## src/rtl/p4_router_egress_port_demux.sv

```systemverilog
// ---------------------------------------------------------------------------
// p4_router_egress_port_demux
//
// Purpose: steers whole packets from the VNP4 output stream to one of
// NUM_PORTS egress streams. The egress port (tuser LSBs) is decoded on the
// first beat of a packet and locked until tlast. Packets aimed at an
// out-of-range or disabled port are consumed and counted as drops.
// A single register slice drives the shared m_axis data bus with a one-hot
// per-port valid (1-cycle latency, full throughput).
//
// Optional feature macro: P4_ROUTER_EGR_DEMUX_STATS_EN
//   defined   -> per-port saturating forwarded-packet counters on pkt_count
//   undefined -> pkt_count tied to zero
//
// Ports:
//   clk, aresetn         clock, async active-low reset
//   port_enable          per-port enable, sampled at start of packet
//   stats_clear          pulse that zeroes all counters
//   s_axis_*             input stream, tuser = {ingress_port, egress_port}
//   m_axis_tdata/tkeep/tlast/tuser  shared output beat, tuser = ingress_port
//   m_axis_tvalid        one-hot per-port valid
//   m_axis_tready        per-port ready
//   drop_count           saturating dropped-packet count
//   pkt_count            per-port forwarded-packet counts (optional)
// ---------------------------------------------------------------------------
module p4_router_egress_port_demux #(
    parameter int DATA_BYTES     = 64,
    parameter int NUM_PORTS      = 4,
    parameter int EGR_PORT_WIDTH = 4,
    parameter int ING_PORT_WIDTH = 4,
    parameter int CNT_WIDTH      = 32
) (
    input  logic                                   clk,
    input  logic                                   aresetn,
    input  logic [NUM_PORTS-1:0]                   port_enable,
    input  logic                                   stats_clear,
    input  logic [8*DATA_BYTES-1:0]                s_axis_tdata,
    input  logic [DATA_BYTES-1:0]                  s_axis_tkeep,
    input  logic                                   s_axis_tlast,
    input  logic [ING_PORT_WIDTH+EGR_PORT_WIDTH-1:0] s_axis_tuser,
    input  logic                                   s_axis_tvalid,
    output logic                                   s_axis_tready,
    output logic [8*DATA_BYTES-1:0]                m_axis_tdata,
    output logic [DATA_BYTES-1:0]                  m_axis_tkeep,
    output logic                                   m_axis_tlast,
    output logic [ING_PORT_WIDTH-1:0]              m_axis_tuser,
    output logic [NUM_PORTS-1:0]                   m_axis_tvalid,
    input  logic [NUM_PORTS-1:0]                   m_axis_tready,
    output logic [CNT_WIDTH-1:0]                   drop_count,
    output logic [NUM_PORTS*CNT_WIDTH-1:0]         pkt_count
);

    typedef enum logic [1:0] {
        ST_IDLE = 2'd0,
        ST_FWD  = 2'd1,
        ST_DROP = 2'd2
    } state_t;

    // Saturating counter step; a clear wins but still counts a coincident increment.
    function automatic logic [CNT_WIDTH-1:0] cnt_next(
        input logic [CNT_WIDTH-1:0] cur,
        input logic                 clr,
        input logic                 inc
    );
        if (clr) begin
            return inc ? CNT_WIDTH'(1) : CNT_WIDTH'(0);
        end else if (inc && (cur != {CNT_WIDTH{1'b1}})) begin
            return cur + CNT_WIDTH'(1);
        end else begin
            return cur;
        end
    endfunction

    state_t                        state_r;
    logic [NUM_PORTS-1:0]          sel_r;      // one-hot port locked for the packet
    logic [ING_PORT_WIDTH-1:0]     ing_r;      // ingress port locked for the packet
    logic [NUM_PORTS-1:0]          tvalid_r;
    logic [8*DATA_BYTES-1:0]       tdata_r;
    logic [DATA_BYTES-1:0]         tkeep_r;
    logic                          tlast_r;
    logic [ING_PORT_WIDTH-1:0]     tuser_r;
    logic [CNT_WIDTH-1:0]          drop_r;

    logic [EGR_PORT_WIDTH-1:0]     egr_s;
    logic [ING_PORT_WIDTH-1:0]     ing_s;
    logic [NUM_PORTS-1:0]          egr_oh_s;
    logic                          sof_ok_s;
    logic                          drop_sof_s;
    logic                          drop_beat_s;
    logic                          out_hs_s;
    logic                          slot_free_s;
    logic                          in_hs_s;
    logic                          fwd_hs_s;
    logic [NUM_PORTS-1:0]          fwd_oh_s;
    logic [ING_PORT_WIDTH-1:0]     fwd_ing_s;

    assign egr_s = s_axis_tuser[EGR_PORT_WIDTH-1:0];
    assign ing_s = s_axis_tuser[ING_PORT_WIDTH+EGR_PORT_WIDTH-1:EGR_PORT_WIDTH];

    // Decode egress port to one-hot; out-of-range values decode to all zeros.
    always_comb begin
        egr_oh_s = '0;
        for (int p = 0; p < NUM_PORTS; p++) begin
            if (32'(egr_s) == 32'(p)) begin
                egr_oh_s[p] = 1'b1;
            end else begin
                egr_oh_s[p] = 1'b0;
            end
        end
    end

    assign sof_ok_s    = |(egr_oh_s & port_enable);
    assign drop_sof_s  = (state_r == ST_IDLE) && !sof_ok_s;
    assign drop_beat_s = (state_r == ST_DROP) || drop_sof_s;

    // Slot can take a new beat when empty or when its beat leaves this cycle.
    assign out_hs_s    = |(tvalid_r & m_axis_tready);
    assign slot_free_s = !(|tvalid_r) || out_hs_s;

    // Dropped beats never touch the output slot, so they are always accepted.
    assign s_axis_tready = aresetn && (drop_beat_s || slot_free_s);
    assign in_hs_s       = s_axis_tvalid && s_axis_tready;
    assign fwd_hs_s      = in_hs_s && !drop_beat_s;

    assign fwd_oh_s  = (state_r == ST_IDLE) ? egr_oh_s : sel_r;
    assign fwd_ing_s = (state_r == ST_IDLE) ? ing_s    : ing_r;

    // Packet FSM, locked routing and the output register slice.
    always_ff @(posedge clk or negedge aresetn) begin
        if (!aresetn) begin
            state_r  <= ST_IDLE;
            sel_r    <= '0;
            ing_r    <= '0;
            tvalid_r <= '0;
            tdata_r  <= '0;
            tkeep_r  <= '0;
            tlast_r  <= 1'b0;
            tuser_r  <= '0;
        end else begin
            case (state_r)
                ST_IDLE: begin
                    if (in_hs_s && sof_ok_s) begin
                        sel_r <= egr_oh_s;
                        ing_r <= ing_s;
                    end
                    if (in_hs_s && !s_axis_tlast) begin
                        state_r <= sof_ok_s ? ST_FWD : ST_DROP;
                    end
                end
                ST_FWD, ST_DROP: begin
                    if (in_hs_s && s_axis_tlast) begin
                        state_r <= ST_IDLE;
                    end
                end
                default: state_r <= ST_IDLE;
            endcase

            if (fwd_hs_s) begin
                tvalid_r <= fwd_oh_s;
                tdata_r  <= s_axis_tdata;
                tkeep_r  <= s_axis_tkeep;
                tlast_r  <= s_axis_tlast;
                tuser_r  <= fwd_ing_s;
            end else if (out_hs_s) begin
                tvalid_r <= '0;
            end
        end
    end

    // Dropped-packet counter, stepped once per dropped packet at its first beat.
    always_ff @(posedge clk or negedge aresetn) begin
        if (!aresetn) begin
            drop_r <= '0;
        end else begin
            drop_r <= cnt_next(drop_r, stats_clear, in_hs_s && drop_sof_s);
        end
    end

`ifdef P4_ROUTER_EGR_DEMUX_STATS_EN
    logic [NUM_PORTS*CNT_WIDTH-1:0] pkt_r;

    // Per-port forwarded-packet counters, stepped on each output tlast handshake.
    always_ff @(posedge clk or negedge aresetn) begin
        if (!aresetn) begin
            pkt_r <= '0;
        end else begin
            for (int p = 0; p < NUM_PORTS; p++) begin
                pkt_r[p*CNT_WIDTH +: CNT_WIDTH] <= cnt_next(pkt_r[p*CNT_WIDTH +: CNT_WIDTH],
                    stats_clear, tvalid_r[p] && m_axis_tready[p] && tlast_r);
            end
        end
    end

    assign pkt_count = pkt_r;
`else
    assign pkt_count = '0;
`endif

    assign m_axis_tvalid = tvalid_r;
    assign m_axis_tdata  = tdata_r;
    assign m_axis_tkeep  = tkeep_r;
    assign m_axis_tlast  = tlast_r;
    assign m_axis_tuser  = tuser_r;
    assign drop_count    = drop_r;

endmodule

```

## config.mk

```make
export PLATFORM = sky130hd
export DESIGN_NAME = p4_router_egress_port_demux
export DESIGN_NICKNAME = d
export VERILOG_FILES = /design/src/rtl/p4_router_egress_port_demux.sv
export SDC_FILE = /design/constraint.sdc
export NUM_CORES = 1
export LEC_CHECK = 0
export BUFFER_PORTS_ARGS = -buffer_cell sky130_fd_sc_hd__buf_2
export CORE_AREA = 2 2 518 520
export CTS_CLUSTER_DIAMETER = 150
export DETAILED_ROUTE_END_ITERATION = 6
export DIE_AREA = 0 0 520 522
export HOLD_SLACK_MARGIN = 0.08
export PLACE_DENSITY_LB_ADDON = 0.12
export SLEW_MARGIN = 40
export SYNTH_ARGS = -nofsm -noshare
export SYNTH_HDL_FRONTEND = slang
export SYNTH_SLANG_ARGS = --single-unit
```

## constraint.sdc

```tcl
create_clock -name clk -period 2.4 [get_ports clk]
set_input_delay 0.36 -clock clk [delete_from_list [all_inputs] [get_ports clk]]
set_output_delay 0.36 -clock clk [all_outputs]
set_load 0.005 [all_outputs]
```

==> reports/metrics.yaml <==
status: "finished with violations"
ys_warn_count: 0
crit_type: "reg2reg"
violations: "design-rule violations, negative setup slack"
dieWidth_um: 520
p_sw_mw: 17.9
num-fill-cells: 29599
grt_pass1_vias: 23201
synth_edf_count: 0
crit_path_end: "m_axis_tdata[22]"
yosys.area.top_type: "dfrtp_1"
power_density_mw_per_mm2: 1110
met2_usage_pct: 18.9
post-route-min-period_ns: 2.78
power_frac_comb_pct: 37.2
drtAntennaViolNets: 0
synth-async-reset-ratio_pct: 100
syn-cell-area_mm2: 0.0258
fin_util_pct: 17.9
core_area_mm2: 0.266
multi_input_area_mm2: 0.00919
p_leak_nw: 22.8
port-buffer-count: 1214
vias: 21642
htreeDepth: 3
seqCellArea_mm2: 0.0157
place.gp.congestion: 0.787
first_pass_iters: 7
cts_made_buffers: 95
p_int_mw: 34.9
place_hpwl_um: 130000
cts.sinks: 627
busiest_layer: "met2"
grt_antenna_before_repair: 108
wl_um: 163000
hold_depth: 4
num_io_pins: 1343
clockRootBuffer: "clkbuf_16"
power.total_mw: 52.8
finalClockSkew_ns: 0.0283
cp_max_fo: 8
slew_headroom_pct: 50.7
p_seq_share_pct: 35.3
vias_per_cell: 2.96
grtUsageMet3_pct: 3.82
setup_viol: 566
maxCapViolations: 0
drc_errors: 198
hold_viol: 0
crit_path_end_kind: "register"
yosysTopAreaCellShare_pct: 60.7
first_iter_violations: 748
synth.distinct_cells: 46
max_slew.worst_pin.slew_ns: 0.739
rows: 190
drive_gt1_share_pct: 58.2
die_area_mm2: 0.271
grt_usage_pct: 11.6
design.final.nets: 4273
wl_per_cell_um: 22.3
synth_flop_cell: "dfrtp_1"
ir_drop_mv: 0.540
grtUsageMet1_pct: 14.6
synth_area_leaders: "dfrtp_1, mux2_2, mux2_4"
switching_share_pct: 33.9
fin_crit_sh_pct: 116
globalRouteOverflowTotal: 0
insertion_delay_ns: 0.73
start_util_pct: 9.69
required_ns: 3.01
grt_max_degree: 105
start_kind: "register"
reg2reg_to: "m_axis_tdata[22]"
r2r_cells: 9
r2r-start: "m_axis_tvalid[1]"
cts.clk_slew.worst_paths_ns: 0.06
grt_pass1_wl_um: 216000
clockPowerShare_pct: 27.6
rsz0062_at_grt: "true"
syn_to_final_growth_pct: 84.4
fin_ws_ns: -0.382
worst-endpoint-arrival_ns: 3.40
netlist_instances: 1635
yosysSeqAreaShare_pct: 60.7
hold_start: "s_axis_tvalid"
cts_tree: "yes"
drv_slew: 0
max_freq_ghz: 0.359
die_y_um: 522
syn_avg_cell_area_um2: 15.8
r2r_setup_slack_ns: -0.38
clockBufferDepth: 3
cp-startpoint: "m_axis_tvalid[1]"
synth-seq-cells: 627
hold_class: "in2reg"
==> what timing repair did <==
item / in CTS / in global routing
endpoints found under the hold margin: 730 / 0
gates cloned: 31 / 3
gates resized for setup: 60 / 44
hold buffers: 588 / 0
setup endpoints to repair: 584 / 599
pin swaps: 4 / 5
buffers inserted: 43 / 11
==> synth_stat cells (2+ instances only) <==
| master | n |
|---|---|
| nand3_1 | 9 |
| and2_1 | 3 |
| dfrtp_1 | 627 |
| mux2_4 | 198 |
| o31ai_1 | 6 |
| nor3_1 | 7 |
| a22o_1 | 2 |
| buf_6 | 23 |
| nand2_1 | 23 |
| xor2_1 | 2 |
| o2111ai_1 | 2 |
| a22oi_1 | 2 |
| o21ai_0 | 30 |
| clkbuf_1 | 14 |
| and3_1 | 6 |
| a21oi_1 | 24 |
| ha_1 | 3 |
| o221a_2 | 2 |
| and4_1 | 5 |
| mux2_2 | 389 |
| nor2_1 | 12 |
| a221o_1 | 2 |
| buf_4 | 128 |
| buf_2 | 38 |
| mux2i_1 | 11 |
| or3_1 | 20 |
| nand4_1 | 13 |
| nor2b_1 | 3 |
| inv_1 | 8 |
| or4_1 | 7 |
==> layout by cell type, fill, tap and decap left out, types with 6 or more instances in the layout <==
master / instances
o31ai_1: 6
nand2_1: 23
a21oi_1: 24
mux2_2: 383
nor2_1: 12
clkbuf_1: 25
clkinv_2: 9
inv_1: 8
bufbuf_16: 6
clkbuf_8: 19
conb_1: 128
o21ai_0: 30
buf_2: 1213
nor3_1: 7
buf_16: 32
or3_1: 20
buf_12: 39
or4_1: 6
mux2i_1: 11
buf_8: 13
nand4_1: 13
mux2_4: 204
dlygate4sd3_1: 584
buf_6: 17
nand3_1: 9
buf_4: 111
dfrtp_1: 627
diode_2: 23
clkbuf_16: 99
bufinv_16: 6
==> worst min-delay path by stage <==
stage / endpoint
after global placement: m_axis_tuser[0]
final: state_r[0]
after floorplan: drop_count[0]
after CTS: state_r[1]
after detailed placement: m_axis_tuser[2]
after global routing: state_r[0]
==> logic make-up after synthesis <==
family	after synthesis	share of synthesized area [%]
XOR/XNOR	2	0.0678
multiplexers	598	28.9
flip-flops	627	60.7
AO/OA/AOI/OAI	75	1.77
AND/OR/NAND/NOR	117	2.59
adder cells (fa/ha/maj)	3	0.145
buffers and inverters	212	5.79
other	1	0.0145
==> layer usage <==
layer | part of all wire (%) | up-vias
li1 | - | 9695
met1 | 43 | 10663
met2 | 46 | 973
met3 | 7.9 | 239
met4 | 2.3 | 72
met5 | 0.28 | -
==> critical path, stage by stage, from the launching register on <==
cell     delay [ns]
dfrtp_1        0.42
or4_4          0.59
buf_6          0.15
a221o_4        0.48
buf_12         0.18
buf_16         0.16
buf_12         0.14
buf_12         0.12
buf_16         0.14
mux2_2         0.26
==> final cells by class <==
type | count | area share (%)
clock inverter | 27 | 0.861
antenna | 23 | 0.121
inverter | 8 | 0.0630
timing repair buffer | 2018 | 31.6
clock buffer | 140 | 5.79
sequential | 627 | 32.9
multi-input combinational | 923 | 19.3
tap | 3552 | 9.33
==> metrics by stage <==
| step | worst slack, ns | std cells | hold WS [ns] | setup TNS (ns) | instance area [um2] |
|---|---|---|---|---|---|
| after global routing | -0.434 | 7307 | 0.212 | -164.39 | 47600 |
| after global placement | -0.492 | 6464 | 0.468 | -204.94 | 36800 |
| after detailed placement | -0.487 | 6464 | 0.474 | -203.63 | 36800 |
| after CTS | -0.440 | 7290 | 0.118 | -139.42 | 47500 |
| after floorplan | 0.138 | 1762 | 0.0644 | 0 | 26300 |
| final | -0.382 | 7318 | 0.234 | -134.55 | 47600 |
==> registers in the layout, indices dropped and copies added (netlist names) <==
| signal | count |
|---|---|
| ing_r | 4 |
| m_axis_tuser | 4 |
| m_axis_tdata | 512 |
| m_axis_tlast | 1 |
| m_axis_tvalid | 4 |
| m_axis_tkeep | 64 |
| sel_r | 4 |
| drop_count | 32 |
| state_r | 2 |
==> power groups by stage <==
stage               logic [mW]  clock network, mW  registers, mW
floorplan                 7.01                  0           18.6
global placement          18.5                  0           18.9
detailed placement        18.4                  0           18.8
CTS                       20.5               15.4           18.7
global route              21.1               15.7           19.3
finish                    19.6               14.6           18.6
(Power assumes the default switching activity.)
